### src/rtl/countdown_ctrl.sv
// Control stage for the countdown timer: turns key pulses into counter strobes,
// generates the countdown tick and edit blink mask, and raises the expiry alarm.
module countdown_ctrl #(
  parameter int TICK_DIV    = 50_000_000,
  parameter int BLINK_DIV   = 12_500_000,
  parameter int ALARM_TICKS = 5
) (
  input  logic        i_clk,
  input  logic        i_rst,
  input  logic        i_key_sel,
  input  logic        i_key_up,
  input  logic        i_key_down,
  input  logic        i_key_start,
  input  logic        i_key_clr,
  input  logic [31:0] i_data,
  output logic [2:0]  o_cnt_inc,
  output logic [2:0]  o_cnt_dec,
  output logic        o_cnt_down,
  output logic        o_start_flag,
  output logic        o_reset_flag,
  output logic [2:0]  o_blink_mask,
  output logic        o_alarm,
  output logic [1:0]  o_state
);

  localparam int PW = $clog2(TICK_DIV);
  localparam int BW = (BLINK_DIV > 1) ? $clog2(BLINK_DIV) : 1;
  localparam int AW = (ALARM_TICKS > 1) ? $clog2(ALARM_TICKS) : 1;
  localparam logic [PW-1:0] PRESC_MAX = PW'(TICK_DIV - 1);
  localparam logic [PW-1:0] PRESC_QUAL = PW'(3);
  localparam logic [BW-1:0] BLINK_MAX = BW'(BLINK_DIV - 1);
  localparam logic [AW-1:0] ATICK_MAX = AW'(ALARM_TICKS - 1);

  typedef enum logic [1:0] {
    ST_SET   = 2'd0,
    ST_RUN   = 2'd1,
    ST_PAUSE = 2'd2,
    ST_ALARM = 2'd3
  } state_t;

  state_t          r_state;
  logic [1:0]      r_sel;
  logic [PW-1:0]   r_presc;
  logic [AW-1:0]   r_atick;
  logic [BW-1:0]   r_blinkCnt;
  logic            r_phase;

  logic            w_zero;
  logic            w_anyKey;
  logic            w_upDown;
  logic            w_tick;
  logic            w_qual;
  logic            w_alarmDone;
  logic            w_blinkWrap;
  logic            w_phaseNext;
  logic [1:0]      w_selInc;
  logic [2:0]      w_maskCur;
  logic [2:0]      w_maskInc;
  logic            w_unused_sep;

  function automatic logic [2:0] onehot(input logic [1:0] sel);
    return 3'b001 << sel;
  endfunction

  assign w_zero      = (i_data[31:24] == 8'd0) && (i_data[19:12] == 8'd0) && (i_data[7:0] == 8'd0);
  assign w_unused_sep = ^{i_data[23:20], i_data[11:8]};
  assign w_anyKey    = i_key_sel | i_key_up | i_key_down | i_key_start | i_key_clr;
  assign w_upDown    = i_key_up ^ i_key_down;
  assign w_tick      = (r_presc == PRESC_MAX);
  assign w_qual      = (r_presc >= PRESC_QUAL);
  assign w_alarmDone = (r_atick == ATICK_MAX);
  assign w_blinkWrap = (r_blinkCnt == BLINK_MAX);
  assign w_phaseNext = w_blinkWrap ? ~r_phase : r_phase;
  assign w_selInc    = (r_sel == 2'd2) ? 2'd0 : r_sel + 2'd1;
  assign w_maskCur   = w_phaseNext ? onehot(r_sel) : 3'b000;
  assign w_maskInc   = w_phaseNext ? onehot(w_selInc) : 3'b000;
  assign o_state     = r_state;

  always_ff @(posedge i_clk or posedge i_rst) begin
    if (i_rst) begin
      r_blinkCnt <= '0;
      r_phase    <= 1'b0;
    end else if (w_blinkWrap) begin
      r_blinkCnt <= '0;
      r_phase    <= ~r_phase;
    end else begin
      r_blinkCnt <= r_blinkCnt + 1'b1;
    end
  end

  // The mask is built from next-cycle phase/sel so it lines up with the state it is shown in.
  always_ff @(posedge i_clk or posedge i_rst) begin
    if (i_rst) begin
      r_state      <= ST_SET;
      r_sel        <= 2'd0;
      r_presc      <= '0;
      r_atick      <= '0;
      o_cnt_inc    <= 3'b000;
      o_cnt_dec    <= 3'b000;
      o_cnt_down   <= 1'b0;
      o_start_flag <= 1'b0;
      o_reset_flag <= 1'b0;
      o_blink_mask <= 3'b000;
      o_alarm      <= 1'b0;
    end else begin
      o_cnt_inc    <= 3'b000;
      o_cnt_dec    <= 3'b000;
      o_cnt_down   <= 1'b0;
      o_start_flag <= 1'b0;
      o_reset_flag <= 1'b0;
      o_blink_mask <= 3'b000;
      case (r_state)
        ST_SET: begin
          o_blink_mask <= w_maskCur;
          if (i_key_clr) begin
            o_reset_flag <= 1'b1;
          end else if (i_key_start && !w_zero) begin
            o_start_flag <= 1'b1;
            o_blink_mask <= 3'b000;
            r_presc      <= '0;
            r_state      <= ST_RUN;
          end else if (i_key_sel) begin
            r_sel        <= w_selInc;
            o_blink_mask <= w_maskInc;
          end else if (w_upDown) begin
            if (i_key_up) o_cnt_inc <= onehot(r_sel);
            else          o_cnt_dec <= onehot(r_sel);
          end
        end
        ST_RUN: begin
          if (i_key_clr) begin
            o_reset_flag <= 1'b1;
            o_blink_mask <= w_maskCur;
            r_presc      <= '0;
            r_state      <= ST_SET;
          end else if (i_key_start) begin
            r_state <= ST_PAUSE;
          end else if (w_qual && w_zero) begin
            o_alarm <= 1'b1;
            r_presc <= '0;
            r_atick <= '0;
            r_state <= ST_ALARM;
          end else if (w_tick) begin
            o_cnt_down <= 1'b1;
            r_presc    <= '0;
          end else begin
            r_presc <= r_presc + 1'b1;
          end
        end
        ST_PAUSE: begin
          if (i_key_clr) begin
            o_reset_flag <= 1'b1;
            o_blink_mask <= w_maskCur;
            r_presc      <= '0;
            r_state      <= ST_SET;
          end else if (i_key_start) begin
            r_state <= ST_RUN;
          end
        end
        ST_ALARM: begin
          if (w_anyKey || (w_tick && w_alarmDone)) begin
            o_reset_flag <= 1'b1;
            o_alarm      <= 1'b0;
            o_blink_mask <= w_maskCur;
            r_presc      <= '0;
            r_atick      <= '0;
            r_state      <= ST_SET;
          end else if (w_tick) begin
            r_presc <= '0;
            r_atick <= r_atick + 1'b1;
          end else begin
            r_presc <= r_presc + 1'b1;
          end
        end
        default: r_state <= ST_SET;
      endcase
    end
  end

endmodule

### config.mk
export PLATFORM = sky130hd
export DESIGN_NAME = countdown_ctrl
export DESIGN_NICKNAME = d
export VERILOG_FILES = /design/src/rtl/countdown_ctrl.sv
export SDC_FILE = /design/constraint.sdc
export NUM_CORES = 1
export LEC_CHECK = 0
export CAP_MARGIN = 10
export CELL_PAD_IN_SITES_DETAIL_PLACEMENT = 2
export CELL_PAD_IN_SITES_GLOBAL_PLACEMENT = 2
export CORE_MARGIN = 2
export CORE_UTILIZATION = 37
export CTS_CLUSTER_SIZE = 16
export DETAILED_ROUTE_END_ITERATION = 12
export PLACE_DENSITY_LB_ADDON = 0.1
export SYNTH_ARGS = -nofsm -noshare
export SYNTH_HDL_FRONTEND = slang
export SYNTH_SLANG_ARGS = --single-unit
### constraint.sdc
create_clock -name i_clk -period 3.7 [get_ports i_clk]
set_clock_uncertainty 0.2 [all_clocks]
set_input_delay 0.74 -clock i_clk [delete_from_list [all_inputs] [get_ports i_clk]]
set_output_delay 0.74 -clock i_clk [all_outputs]
set_load 0.01 [all_outputs]
**Yosys cells after proc, flatten, opt, wreduce, memory -nomap -nowiden**

Cells that the tools add are included.
Widths: inputs -> output; s select.

- Input port bits: 39
- Output and inout bits: 15
- Register bits after elaboration: 71

- Reductions and logical operators: 19
- $add $sub $neg: 4
- Shifts and indexed selects: 2
- Bitwise gates (word level): 8
- Muxes and demuxes: 63
- Equal/unequal tests: 18
- $lt $le $gt $ge: 1

Operators by type and width:

| cell | number |
|---|---|
| $mux 26 | 8 |
| $pmux 26 s4 | 1 |
| $mux 3 | 24 |
| $add 26x1->26 const B | 1 |
| $eq 26x26->1 const B | 1 |
| $ge 26x2->1 const B | 1 |
| $add 24x1->24 const B | 1 |
| $eq 24x24->1 const B | 1 |
| $logic_not 8->1 | 3 |
| $mux 24 | 1 |
| $mux 2 | 9 |
| $mux 1 | 15 |
| $reduce_and 5->1 | 3 |
| $ne 2x2->1 const B | 7 |
| $ne 3x3->1 const B | 3 |
| $pmux 3 s3 | 1 |
| $pmux 2 s4 | 1 |
| $reduce_and 4->1 | 2 |
| $eq 2x2->1 const B | 3 |
| $pmux 3 s2 | 1 |
| $shl 1x2->3 const A | 2 |
| $logic_and 1x1->1 | 5 |
| $ne 4x4->1 const B | 1 |
| $or 1x1->1 | 4 |
| 13 further kinds | 16 |

**Depth between registers and ports, before layout**

- Depth in word-level cells: 8
- Mapped depth: 10
- Depth with buffers taken out: 8

**Worst setup path after synthesis**

Ideal clock, no wire load.

- Kind: input to register
- Start: input port i_data[28]
- End: register r_atick[2]
- Setup time: 0.083 ns
- Setup slack: 1.065 ns
- Cell stages on the path: 6
- Arrival time: 2.352 ns
- Cell sequence: or4_1 > nor2_2 > o211a_1 > a31oi_1 > or4_1 > o21ai_0

- Longest elaborated chain between the ends: 6

Ends and longest elaborated chain:

| element | line | RTL |
|---|---|---|
| start, declared | 15 | `input logic [31:0] i_data,` |
| $logic_not 8->1 | 65 | `assign w_zero = (i_data[31:24] == 8'd0) && (i_data[19:12] == 8'd0) && (i_data[7:0] == 8'd0);` |
| $logic_and 1x1->1 (2 in series) | 65 |  |
| $logic_and 1x1->1 | 138 | `end else if (w_qual && w_zero) begin` |
| $ne 2x2->1 (no line) | n/a |  |
| $reduce_and 5->1 (no line) | n/a |  |
| end signal, assigned | 170 | `r_atick <= r_atick + 1'b1;` |
| end, declared | 44 | `logic [AW-1:0] r_atick;` |

No other way between the ends.
A chain may end at the register's enable or synchronous reset.

**Final worst setup path**

- Start: input port i_data[28]
- End: register o_blink_mask[1]

- Longest elaborated chain between the ends: 8

Ends and longest elaborated chain:

| element | line | RTL |
|---|---|---|
| $logic_not 8->1 | 65 |  |
| $logic_and 1x1->1 (2 in series) | 65 |  |
| $logic_not 1->1 | 117 | `end else if (i_key_start && !w_zero) begin` |
| $logic_and 1x1->1 | 117 |  |
| $mux 3 | 117 |  |
| $mux 3 | 115 | `if (i_key_clr) begin` |
| $pmux 3 s3 | 112 | `case (r_state)` |
| end signal, assigned | 114 | `o_blink_mask <= w_maskCur;` |
| end signal, assigned | 124 | `o_blink_mask <= w_maskInc;` |
| end signal, assigned | 133 | `o_blink_mask <= w_maskCur;` |
| end, declared | 21 | `output logic [2:0] o_blink_mask,` |

No other way between the ends.

==> reports/qor.yml <==
drive_above_1_share_pct: 10.0
drc: 0
stdcell_area_mm2: 0.00482
antennaDiodeCount: 0
rrSetupSlack_ns: 0.88
dieArea_mm2: 0.0115
critPathKind: "in2reg"
antenna_found_initial: 0
dp_slack_ns: 0.347
syn_area_mm2: 0.00395
syn-num-nets: 468
die_w_um: 107
num_io_pins: 54
max_freq_mhz: 336
overflow: 0
yosysWarnings: 0
num-nets-final: 522
ir_drop_uv: 165
area_growth_pct: 21.9
synth_cells: 421
finalPower_mw: 2.33
synth_area_leaders: "dfrtp_1 (45%), nand3_1 (4.4%), nor2_1 (4.0%)"
place.gp.congestion: 0.796
worstHoldPathCells: 1
cts-root-buf: "clkbuf_8"
final_hold_viol_count: 0
wl_per_cell_um: 19.1
vias_per_cell: 5.70
crit_required_ns: 3.71
drv_cap: 0
dp_hpwl_um: 8200
initial_core_util_pct: 38.1
holdCritPathClass: "reg2reg"
synthArstFlopShare_pct: 100
final_antenna_net_count: 0
fin_crit_sh_pct: 80.5
grt_pass1_wl_um: 19800
seq_area_frac_synth_pct: 45.0
grt_pass1_vias: 3782
grt_max_degree: 41
tightestPinTransition_ns: 0.872
tns_ns: 0
finalWorstSetupSlack_ns: 0.723
drtPass1Iterations: 4
worstPathArrival_ns: 2.99
clk_pin_slew_ns: 0.09
synthFlopType: "dfrtp_1"
cts_resized: 0
slew_viol_final: 0
synth-seq-cells: 71
htree_levels: 3
cts_tree: "built"
drtIter0Drc: 87
slew_headroom_pct: 41.1
leakage_nw: 2.11
route.vias.total: 3513
portBuffers: 45
placementRows: 37
synth_top_area_cell: "dfrtp_1"
cts_setup_buffers: 0
cts_buffer_depth: 2
endpoint_kind: "flip-flop"
core_mm2: 0.0104
yosysUniqueCellTypes: 60
cts_hold_buffers: 0
dieHeight_um: 107
track_usage_pct: 21.9
placed_area_mm2: 0.00459
rsz0062_at_grt: "no"
synth.avg_cell_area_um2: 9.39
reg2regPathDepth: 8
synth_top_area_share_pct: 45.0
clk_latency_ns: 0.36
clock-sinks: 71
power_density_mw_per_mm2: 484
startpoint_type: "input port"
drt-total-wl_um: 11800
path_max_fanout: 5
synth_edf_count: 0
status: "complete, no violations"
cts_made_buffers: 9
min_period_ns: 2.98
holdWs_ns: 0.264
setup_viol: 0
==> flip-flops by register name, summed over array words and instances, names as in the netlist, 2 cells and up <==
register and flops:
o_blink_mask 3, o_cnt_dec 3, o_cnt_inc 3, o_state 2, r_atick 3, r_blinkCnt 24, r_presc 26, r_sel 2
==> where the power goes <==
| part | switching, mW | internal, mW | leakage [nW] |
|---|---|---|---|
| logic | 0.442 | 0.269 | 1.03 |
| clock network | 0.335 | 0.402 | 0.117 |
| registers | 0.0586 | 0.823 | 0.967 |
| total | 0.835 | 1.49 | 2.11 |
==> cell usage in the layout (no fill, tap or decap), types with 13 or more instances in the layout <==
cell type,Yosys,layout
inv_1,18,17
xor2_1,13,13
o21ai_0,19,19
nand3_1,35,35
dfrtp_1,71,71
nand2_1,41,41
clkdlybuf4s50_1,0,45
nor2_1,42,42
and3_1,14,14
==> layout make-up <==
cell class	count	area, um2
clock buffer	10	138
clock inverter	6	91.3
fill	1124	5550
inverter	18	67.6
multi-input combinational	320	2030
sequential	71	1780
tap	136	170
timing repair buffer	55	538
==> layer usage <==
metal | vias up | track usage, % | wire [um]
li1 | 1637 | - | -
met1 | 1821 | 27.1 | 5210
met2 | 39 | 39.4 | 6140
met3 | 16 | 2.54 | 203
met4 | 0 | 7.78 | 199
met5 | - | 0 | 0
==> path summary, 6_finish.rpt <==
| check | from | to |
|---|---|---|
| hold / removal | r_blinkCnt[0] | r_blinkCnt[0] |
| hold reg to reg | r_blinkCnt[0] | r_blinkCnt[0] |
| setup / recovery | i_data[28] | o_blink_mask[1] |
| setup reg to reg | r_presc[0] | r_presc[7] |
| min in group asynchronous | i_rst | r_blinkCnt[22] |
| max in group asynchronous | i_rst | r_presc[19] |
==> synth_stat cells (4+ instances only) <==
library cell / number
nor4_1: 8
or3_1: 5
nor2_1: 42
nand3_1: 35
o21ai_0: 19
clkbuf_1: 5
a21oi_1: 12
a31oi_1: 4
nor4b_1: 6
ha_1: 8
inv_1: 18
and3_1: 14
dfrtp_1: 71
nand2_1: 41
and4_1: 6
xor2_1: 13
a22o_1: 5
xnor2_1: 9
nand4_1: 12
a21o_1: 6
nor3_1: 11
or4_1: 9
==> worst max-delay path, stage by stage <==
cell and delay (ns):
clkdlybuf4s50_1 0.39, or4_1 0.54, nor2_2 0.30, nand2_1 0.12, a21oi_1 0.28, nand2_1 0.15, a2111oi_0 0.46
==> cell families (layout without fill, tap and decap cells) <==
kind of cell             after synthesis  after routing  share of synthesized area, %
flip-flops                            71             71                          45.0
AND/OR/NAND/NOR                      213            213                          30.1
XOR/XNOR                              22             22                          4.88
buffers and inverters                 30             89                          3.55
adder cells (fa/ha/maj)                8              8                          2.53
multiplexers                           2              2                         0.538
AO/OA/AOI/OAI                         75             75                          13.5
==> through the flow <==
step | cells | util, %
detailed placement | 600 | 44.2
CTS | 616 | 46.4
finish | 616 | 46.4
floorplan | 421 | -
global placement | 600 | 44.2
global route | 616 | 46.4
No activity file was read; power rests on OpenSTA's default activity.
